### src/rtl/if_id_elastic.sv
// IF/ID pipeline register with a one-entry skid buffer: full throughput, registered
// in_ready/out_valid, synchronous flush and a saturating back-pressure counter.
module if_id_elastic #(
  parameter int                 INSTR_W   = 32,
  parameter int                 PC_W      = 32,
  parameter logic [INSTR_W-1:0] NOP_INSTR = '0,
  parameter int                 CNT_W     = 16
) (
  input  logic               clk,
  input  logic               reset,
  input  logic               flush,
  input  logic               in_valid,
  output logic               in_ready,
  input  logic [INSTR_W-1:0] instr_in,
  input  logic [PC_W-1:0]    pc_in,
  output logic               out_valid,
  input  logic               out_ready,
  output logic [INSTR_W-1:0] instr_out,
  output logic [PC_W-1:0]    pc_out,
  output logic [1:0]         occupancy,
  output logic [CNT_W-1:0]   stall_cnt
);

  logic               main_valid_q, main_valid_d;
  logic [INSTR_W-1:0] main_instr_q, main_instr_d;
  logic [PC_W-1:0]    main_pc_q,    main_pc_d;
  logic               skid_valid_q, skid_valid_d;
  logic [INSTR_W-1:0] skid_instr_q, skid_instr_d;
  logic [PC_W-1:0]    skid_pc_q,    skid_pc_d;
  logic [CNT_W-1:0]   stall_q,      stall_d;

  logic in_hs;
  logic main_free;

  assign in_ready  = ~skid_valid_q;
  assign in_hs     = in_valid & in_ready;
  assign main_free = ~main_valid_q | out_ready;

  // Main refills from skid first so beats leave in acceptance order.
  always_comb begin
    main_valid_d = main_valid_q;
    main_instr_d = main_instr_q;
    main_pc_d    = main_pc_q;
    skid_valid_d = skid_valid_q;
    skid_instr_d = skid_instr_q;
    skid_pc_d    = skid_pc_q;
    if (flush) begin
      main_valid_d = 1'b0;
      skid_valid_d = 1'b0;
    end else if (main_free) begin
      if (skid_valid_q) begin
        main_valid_d = 1'b1;
        main_instr_d = skid_instr_q;
        main_pc_d    = skid_pc_q;
        skid_valid_d = in_hs;
        if (in_hs) begin
          skid_instr_d = instr_in;
          skid_pc_d    = pc_in;
        end
      end else if (in_hs) begin
        main_valid_d = 1'b1;
        main_instr_d = instr_in;
        main_pc_d    = pc_in;
      end else begin
        main_valid_d = 1'b0;
      end
    end else if (in_hs) begin
      skid_valid_d = 1'b1;
      skid_instr_d = instr_in;
      skid_pc_d    = pc_in;
    end
  end

  always_comb begin
    stall_d = stall_q;
    if (!flush && main_valid_q && !out_ready && (stall_q != {CNT_W{1'b1}}))
      stall_d = stall_q + 1'b1;
  end

  always_ff @(posedge clk or negedge reset) begin
    if (!reset) begin
      main_valid_q <= 1'b0;
      main_instr_q <= NOP_INSTR;
      main_pc_q    <= '0;
      skid_valid_q <= 1'b0;
      skid_instr_q <= NOP_INSTR;
      skid_pc_q    <= '0;
      stall_q      <= '0;
    end else begin
      main_valid_q <= main_valid_d;
      main_instr_q <= main_instr_d;
      main_pc_q    <= main_pc_d;
      skid_valid_q <= skid_valid_d;
      skid_instr_q <= skid_instr_d;
      skid_pc_q    <= skid_pc_d;
      stall_q      <= stall_d;
    end
  end

  assign out_valid = main_valid_q;
  assign instr_out = main_valid_q ? main_instr_q : NOP_INSTR;
  assign pc_out    = main_pc_q;
  assign occupancy = {1'b0, main_valid_q} + {1'b0, skid_valid_q};
  assign stall_cnt = stall_q;

endmodule
### config.mk
export PLATFORM = sky130hd
export DESIGN_NAME = if_id_elastic
export DESIGN_NICKNAME = d
export VERILOG_FILES = /design/src/rtl/if_id_elastic.sv
export SDC_FILE = /design/constraint.sdc
export NUM_CORES = 1
export LEC_CHECK = 0
export ABC_CLOCK_PERIOD_IN_PS = 4130
export CAP_MARGIN = 0
export CELL_PAD_IN_SITES_DETAIL_PLACEMENT = 1
export CELL_PAD_IN_SITES_GLOBAL_PLACEMENT = 2
export CORE_UTILIZATION = 36
export CTS_BUF_LIST = sky130_fd_sc_hd__clkbuf_2
export DETAILED_ROUTE_END_ITERATION = 12
export PLACE_DENSITY = 0.85
export SETUP_SLACK_MARGIN = 0.4
export SYNTH_ARGS = -nofsm -noshare
export SYNTH_HDL_FRONTEND = slang
export SYNTH_SLANG_ARGS = --single-unit
### constraint.sdc
create_clock -name clk -period 4.13 [get_ports clk]
set_input_delay 0.6195 -clock clk [delete_from_list [all_inputs] [get_ports clk]]
set_output_delay 0.6195 -clock clk [all_outputs]
set_load 0.01 [all_outputs]
==> results of run 1 <==
[worst max-delay path: stages, from the launching register on]
cell,delay [ps]
dfrtp_1,410
buf_4,250
ha_1,340
clkdlybuf4s50_1,530
[cell usage in the layout, fill, tap and decap left out, types with 6 or more instances in the layout]
| master | count |
|---|---|
| clkdlybuf4s50_1 | 151 |
| dfrtp_1 | 145 |
| nor2_1 | 67 |
| mux2i_1 | 64 |
| a21oi_1 | 64 |
| mux2_2 | 52 |
| and2_1 | 32 |
| clkbuf_2 | 18 |
| mux2_1 | 13 |
| xnor2_1 | 11 |
| nand2_1 | 9 |
| buf_4 | 6 |
[layout make-up]
class	count	area, µm²	share of cell area (%)
Clock buffer	18	90.1	1.07
Clock inverter	13	144	1.72
Inverter	2	7.51	0.0896
Multi-Input combinational cell	348	2600	31.1
Sequential cell	146	3660	43.6
Tap cell	225	282	3.36
Timing Repair Buffer	160	1600	19.1
[cells by family after synthesis]
| group | synth area share (%) |
|---|---|
| DFF | 57.2 |
| and+or+nand+nor | 11.0 |
| buffers and inverters | 2.29 |
| xor gates and xnor gates | 1.78 |
| AOI/OAI and AO/OA | 5.66 |
| muxes | 21.7 |
| adders and majority gates | 0.391 |
[routing by layer]
layer | routed length (µm) | share of wire (%) | track usage, % | vias up
met5 | 0 | 0 | 0 | -
met4 | 156 | 1.0 | 5.43 | 0
met3 | 864 | 5.5 | 5.50 | 13
met2 | 7740 | 49 | 30.5 | 115
met1 | 6880 | 44 | 22.9 | 2272
li1 | - | - | - | 2114
[flip-flops by register name (all words and copies together) (netlist names)]
name	flops
skid_pc_q	32
skid_valid_q	1
skid_instr_q	32
stall_cnt	16
pc_out	32
out_valid	1
main_instr_q	32
[cells in the mapped netlist, types with 2 or more instances]
master      n  share of area, %
and3_1      2              0.20
xor2_1      2              0.27
mux2i_1    64                10
clkbuf_1    9              0.53
nand3_1     4              0.31
nand3_2     3              0.47
nand2_1     9              0.53
inv_1       2              0.12
and2_1     32               3.1
buf_2      21               1.6
mux2_1     13               2.3
nor2_1     67               3.9
or3_1       2              0.20
nor3_4      2              0.51
dfrtp_1   146                57
nand4_2     2              0.39
mux2_2     52               9.2
nor3_1      3              0.23
a21oi_1    64               5.0
xnor2_1    11               1.5
nand4_1     4              0.39
ha_1        2              0.39
[power by group]
group / internal, mW / switching (mW)
Clock: 0.326 / 0.495
Combinational: 0.465 / 0.318
Sequential: 1.72 / 0.178
Total: 2.51 / 0.991
[worst max path at each step]
stage               from             to  slack (ps)
6_report       out_valid   occupancy[0]        1320
5_1_grt        out_valid  instr_out[30]        1110
4_1_cts        out_valid   occupancy[0]        1190
3_5_place_dp       flush  skid_pc_q[13]        1130
3_3_place_gp       flush  skid_pc_q[25]        1160
2_1_floorplan      flush  stall_cnt[15]        2330
==> metrics, run 1 <==
initial antenna violation count 0; Cell Area, Synth about 0.0064 mm²; status finished, final reports clean; Setup WS post-layout about 1300 ps; Syn-to-layout area delta 31.1%; Seq/Total Area, Yosys 57.2%; Reg2Reg Depth 4; Max Slew Vio Count 0; Hold Path Class reg -> reg; layout cells sized above 1 14.7%; library cells used by synthesis 32; worst-case clock skew around 33 ps; Core Area around 0.017 mm²; Final period util between 60% and 70%; gr usage total a little under a fifth; Worst R2R End skid_pc_q[16]; Achievable Freq about 360 MHz; worst hold start skid_pc_q[1]; crit path time final 2810 ps; dpl ws 1130 ps; crit end category primary output; R2R Setup Slk slightly below 2000 ps; Die Width between 100 and 150 µm; hold depth 1; fin cells about 910; mean post-synth cell area between 10 and 15 µm²; FFs w/ async S/R, synth 100%; Clock Latency Late Sink about 690 ps; Mapped Cells roughly 530; syn nets 597; Clock Path Buffers 2; filler cell count around 1,800; post_cts resized 0; Max-Cap Viols 0; Initial DRC Count around 130; TritonCTS clock tree done; Die Span Y ~140 µm; largest net degree at the start of global routing between 100 and 150; DRT Pass-1 Iters 4; clock slew at reported path FFs about 200 ps; NumNets Final roughly 750; Placed Cells 880; port buffer count ~150; GRT Residual Overflow 0; Ys Warns 0; Final Util roughly half; CTS H-Tree Depth 4; Die ar. around 0.018 mm²; Synth Flop Type dfrtp_1; post-route ant nets 0; Final Hold Viols 0; Via Count between 4,000 and 5,000; n_diodes 0; CP max FO 36; required time worst endpoint 3510 ps; Slew @ Worst Pin 1010 ps; #FFs+latches synth roughly 150; Setup Buffers After CTS 0; Initial Utilization a little under two fifths; Post-DP Area ~0.0081 mm²; Site Rows 48; kind of critical path reg -> out; # hold bufs at CTS 1; Post-Route WL roughly 16 mm; PD cells approximately 420 mW/mm²; endpoints failing setup 0; start of the worst register-to-register path out_valid; clk root buf clkbuf_2; post-route cell area approximately 0.0084 mm²; Pleak around 3.4 nW; vias per cell a little under 5; hold endpoint skid_pc_q[1]; vias in the first global route 5,010; RePlAce Congestion around 0.77; WL/cell ~17 µm; VDD IR-drop max between 150 and 200 µV; first-pass GRT wire length 25.8 mm; critical path arrival about 2200 ps; Hold WS approximately 520 ps; TritonCTS Buffers 17; Post-DP HPWL 10.5 mm; RSZ-0062 raised after global routing no; Post-synth EDFFs 0; setup TNS 0 ps; slew margin rel. approximately a third; crit start category flop; DRC Markers 0; Clock Sinks ~150; Ports about 150; total chip power around 3.5 mW
(Power assumes the default switching activity.)
==> inputs of run 2 (changes only) <==
--- a/config.mk
+++ b/config.mk
@@ -5,14 +5,14 @@
 export SDC_FILE = /design/constraint.sdc
 export NUM_CORES = 1
 export LEC_CHECK = 0
-export ABC_CLOCK_PERIOD_IN_PS = 4130
+export ABC_CLOCK_PERIOD_IN_PS = 2850
 export CAP_MARGIN = 0
 export CELL_PAD_IN_SITES_DETAIL_PLACEMENT = 1
 export CELL_PAD_IN_SITES_GLOBAL_PLACEMENT = 2
-export CORE_UTILIZATION = 36
+export CORE_UTILIZATION = 33
 export CTS_BUF_LIST = sky130_fd_sc_hd__clkbuf_2
 export DETAILED_ROUTE_END_ITERATION = 12
-export PLACE_DENSITY = 0.85
+export PLACE_DENSITY = 0.79
 export SETUP_SLACK_MARGIN = 0.4
 export SYNTH_ARGS = -nofsm -noshare
 export SYNTH_HDL_FRONTEND = slang
==> constraint.sdc (replaced) <==
create_clock -name clk -period 2.85 [get_ports clk]
set_input_delay 0.4275 -clock clk [delete_from_list [all_inputs] [get_ports clk]]
set_output_delay 0.4275 -clock clk [all_outputs]
set_load 0.01 [all_outputs]
==> run 2 against run 1 <==
Worst setup slack worse by 890 ps. Sequential share of layout area down 1.7 points. First-iteration DRC count up 9.2%. Combinational power up 48%. Largest cell class unchanged. Via count up 0.97%. Power up 48%. Non-clock buffer count up 15.
==> metrics, run 2 (same netlist as run 1, synthesis figures left out) <==
layout cells sized above 1 around 17%; largest net degree at the start of global routing between 70 and 80; post-route ant nets 0; worst-case clock skew between 20 and 25 ps; Clock Sinks between 100 and 150; port buffer count approximately 150; Final period util around 85%; crit path time final 2430 ps; CTS H-Tree Depth 4; status finished, final reports clean; kind of critical path reg -> out; Clock Path Buffers 2; Syn-to-layout area delta 36.4%; setup TNS 0 ps; Via Count roughly 4,600; crit start category flop; RePlAce Congestion between 0.7 and 0.8; Max-Cap Viols 0; Max Slew Vio Count 0; endpoints failing setup 0; R2R Setup Slk around 770 ps; initial antenna violation count 1; Die Span Y roughly 140 µm; CP Capture Point instr_out[22]; CP max FO 15; Initial Utilization 33.9%; first-pass GRT wire length 27.0 mm; slew margin rel. roughly 56%; crit end category primary output; Setup crit start out_valid; gr usage total 17.7%; Site Rows 50; Clock Latency Late Sink around 700 ps; n_diodes 0; Pleak ~3.9 nW; DRT Pass-1 Iters 4; Slew @ Worst Pin between 600 and 700 ps; vias per cell approximately 4.7; clk root buf clkbuf_2; start of the worst register-to-register path out_valid; Hold Path Class in -> async; fin cells between 900 and 1,000; TritonCTS Buffers 17; required time worst endpoint 2420 ps; DRC Markers 0; Initial DRC Count 143; vias in the first global route a little over 5,000; clock slew at reported path FFs about 210 ps; Placed Cells a little over 900; Post-DP HPWL 10.9 mm; Final Hold Viols 0; Hold WS ~250 ps; commonest non-fill, non-tap cell in the layout dfrtp_1; VDD IR-drop max around 230 µV; Reg2Reg Depth 6; Core Area 0.0188 mm²; critical path arrival 2000 ps; PD cells around 590 mW/mm²; NumNets Final ~760; Achievable Freq a little over 400 MHz; Worst R2R End skid_pc_q[1]; WL/cell 17.2 µm; TritonCTS clock tree done; Post-Route WL 16.5 mm; Ports around 150; GRT Residual Overflow 0; RSZ-0062 raised after global routing yes; Die Width approximately 140 µm; Die ar. ~0.02 mm²; commonest non-fill, non-tap cells in the layout dfrtp_1, clkdlybuf4s50_1, nor2_1
run 2: cell count changes in the layout (fill, tap and decap cells not counted), sizes merged:
cell and delta:
dlymetal6s2s +30, inv +1, clkdlybuf4s50 -34, clkinvlp +2
clkinv -2, clkbuf +1, buf +15, dlygate4sd2 +3
run 2: final cells by class:
class | instances | area [µm²]
fill | 1984 | 10100
sequential | 146 | 3660
multi-input combinational | 348 | 2620
timing repair buffer | 175 | 1860
tap | 260 | 325
clock inverter | 14 | 164
clock buffer | 18 | 90.1
inverter | 2 | 7.51
run 2: worst min path at each step:
stage                                  to  slack, ps  depth (start not counted)
final                        stall_cnt[3]        250                          2
after global routing         stall_cnt[2]        190                          2
after CTS                    stall_cnt[2]        180                          2
after detailed placement     stall_cnt[3]        460                          1
after global placement       stall_cnt[2]        460                          1
after floorplan           main_instr_q[0]        130                          0
run 2: timing repair:
item / in CTS / in global routing
buffers inserted: 4 / 8
setup endpoints to repair: 35 / 32
hold endpoints to repair: 61 / 0
gates resized for setup: 7 / 35
gates cloned: 0 / 1
hold buffers: 1 / 0
run 2: worst max-delay path: stages, from the launching register on:
cell and delay (ps):
dfrtp_2 460, clkbuf_16 180, and2_1 140, clkdlybuf4s50_1 530
run 2: power breakdown:
group / switching, mW / internal, mW
clock network: 0.772 / 0.487
logic: 0.476 / 0.686
registers: 0.258 / 2.49
total: 1.51 / 3.66
run 2: per-layer routing:
metal  track usage, %  up-vias  wire length, µm
met2             28.6      113             7820
met1             22.7     2279             7590
li1                 -     2144                -
met5                0        -               13
met3             5.23       20              911
met4             5.21        2              191
run 2: through the flow:
| step | total power, mW | instance area (µm²) | util [%] | worst slack, ps |
|---|---|---|---|---|
| final | 5.17 | 8720 | 46.3 | 422 |
| after global routing | 5.51 | 8720 | 46.3 | 257 |
| after CTS | 5.26 | 8550 | 45.4 | 244 |
| after detailed placement | 3.96 | 8230 | 43.7 | 460 |
| after global placement | 3.88 | 8230 | 43.7 | 496 |
| after floorplan | 3.30 | 6390 | - | 1110 |
==> inputs of run 3 (changes only) <==
--- a/config.mk
+++ b/config.mk
@@ -5,14 +5,14 @@
 export SDC_FILE = /design/constraint.sdc
 export NUM_CORES = 1
 export LEC_CHECK = 0
-export ABC_CLOCK_PERIOD_IN_PS = 2850
+export ABC_CLOCK_PERIOD_IN_PS = 2200
 export CAP_MARGIN = 0
 export CELL_PAD_IN_SITES_DETAIL_PLACEMENT = 1
 export CELL_PAD_IN_SITES_GLOBAL_PLACEMENT = 2
-export CORE_UTILIZATION = 33
+export CORE_UTILIZATION = 30
 export CTS_BUF_LIST = sky130_fd_sc_hd__clkbuf_2
 export DETAILED_ROUTE_END_ITERATION = 12
-export PLACE_DENSITY = 0.79
+export PLACE_DENSITY = 0.76
 export SETUP_SLACK_MARGIN = 0.4
 export SYNTH_ARGS = -nofsm -noshare
 export SYNTH_HDL_FRONTEND = slang
==> constraint.sdc (replaced) <==
create_clock -name clk -period 2.2 [get_ports clk]
set_input_delay 0.33 -clock clk [delete_from_list [all_inputs] [get_ports clk]]
set_output_delay 0.33 -clock clk [all_outputs]
set_load 0.01 [all_outputs]
==> run 3 against run 2 <==
Die area up 9.9%. Combinational power rose by 72%. Clock power grew 71%. Sequential cell count stayed put. Cell count up 7.9%. Power up 49%. Critical path type unchanged. Largest cell class unchanged. Highest routed layer is now met4.
==> metrics, run 3 (same netlist as run 1, synthesis figures left out) <==
RePlAce Congestion between 0.7 and 0.8; port buffer count around 150; Core Area 0.0210 mm²; Site Rows 53; TritonCTS Buffers 17; Critical Path Slowest Stage Cell dfrtp_1; first-pass GRT wire length around 28 mm; Hold Path Class in -> async; vias per cell between 4 and 5; Initial DRC Count 134; kind of critical path reg -> out; CTS H-Tree Depth 4; Placed Cells 937; status finished, final reports clean; crit end category primary output; PD cells around 790 mW/mm²; Post-DP HPWL between 10 and 15 mm; dpl ws -64.7 ps; DRT Pass-1 Iters 4; layout cells sized above 1 49.2%; gr usage total between 15 and 20%; CP max FO 14; RSZ-0062 raised after global routing yes; critical path arrival between 1500 and 2000 ps; VDD IR-drop max slightly below 400 µV; Post-Route WL just over 20 mm; TritonCTS clock tree done; commonest non-fill, non-tap cell in the layout dfrtp_1; crit path time final around 2100 ps; Max Slew Vio Count 0; DRC Markers 0; Reg power frac a little under half; Pleak 4.12 nW; Final Hold Viols 0; Via Count just under 5,000; Max-Cap Viols 0; NumNets Final between 800 and 900; worst-case clock skew about 40 ps; Hold WS roughly 130 ps; Slew @ Worst Pin about 1100 ps; commonest non-fill, non-tap cells in the layout dfrtp_1, clkdlybuf4s50_1, mux2i_1; clk root buf clkbuf_2; initial antenna violation count 0; clock slew at reported path FFs roughly 230 ps; clock group share of total power 27.8%; Achievable Freq 485 MHz; Worst path max stage delay roughly 450 ps; Setup WS post-layout between 100 and 150 ps; largest net degree at the start of global routing 95; Clock Path Buffers 2; Clock Sinks 146; endpoints failing setup 0; n_diodes 0; GRT Residual Overflow 0; Sw Pwr between 2 and 2.5 mW; fin cells just over 1,000; Int Pwr approximately 5.5 mW; Setup crit start out_valid; Die ar. 0.0219 mm²; required time worst endpoint 1870 ps; Final period util 93.7%; start of the worst register-to-register path out_valid; Clock Latency Late Sink approximately 730 ps; combinational share of power about 26%; post-route ant nets 0; Die Span Y 148 µm; Die Width between 100 and 150 µm; crit start category flop; WL/cell 19.9 µm; slew margin rel. a little over a quarter; filler cell count 2,237; Ports approximately 150; Syn-to-layout area delta 53.0%; Sw Share between 20 and 30%; worst-path cell chain buf_4 -> buf_8 -> dlygate4sd2_1; Initial Utilization between 30% and 40%; vias in the first global route around 5,200
## run 3: final cells by class
type / count / area, µm² / area share, %
Sequential cell: 146 / 3660 / 37.5
Multi-Input combinational cell: 348 / 3190 / 32.7
Timing Repair Buffer: 236 / 2220 / 22.7
Tap cell: 275 / 344 / 3.52
Clock inverter: 14 / 260 / 2.66
Clock buffer: 18 / 90.1 / 0.921
Inverter: 2 / 10.0 / 0.102
## run 3: worst paths after layout
path                                     to  slack [ps]  depth (start not counted)
max                               out_valid         140                          3
min                        main_instr_q[10]         130                          3
max reg2reg                   stall_cnt[15]         320                          6
min reg2reg                    skid_pc_q[5]         530                          1
max in group asynchronous      skid_valid_q         490                          3
min in group clk               skid_pc_q[2]         220                          2
## run 3: timing repair
item                                   in CTS  in global routing
hold buffers                                3                  0
cloned                                      1                 10
gates resized for setup                   369                176
setup buffers                              35                 21
endpoints found under the hold margin     146                  0
setup endpoints to repair                  92                150
pin swaps                                   4                 14
## run 3: routing by layer
layer	GRT usage [%]	wire [µm]	vias up
li1	-	-	2274
met1	19.9	8400	2562
met2	30.1	11000	117
met3	5.37	1060	16
met4	4.69	221	0
met5	0	0	-
## run 3: power by group through the flow
| stage | combinational [mW] | clock (mW) | sequential, mW |
|---|---|---|---|
| finish | 2.00 | 2.15 | 3.58 |
| global route | 2.17 | 2.32 | 3.66 |
| CTS | 1.67 | 2.19 | 3.53 |
| detailed placement | 1.52 | 0 | 3.61 |
| global placement | 1.47 | 0 | 3.58 |
| floorplan | 0.697 | 0 | 3.58 |
## run 3: per-stage QoR
stage                     total power [mW]  cell area [µm²]  setup TNS (ps)  util [%]
after global placement                5.05             8300               0      39.6
final                                 7.73             9780               0      46.7
after CTS                             7.39             8920               0      42.5
after detailed placement              5.13             8300           -1500      39.6
after floorplan                       4.28             6390               0         -
after global routing                  8.15             9780               0      46.7
## run 3: critical path: cells and delay by family (launching register included)
family                 cells  cell delay, ps
flip-flops                 1             450
buffers and inverters      3             570
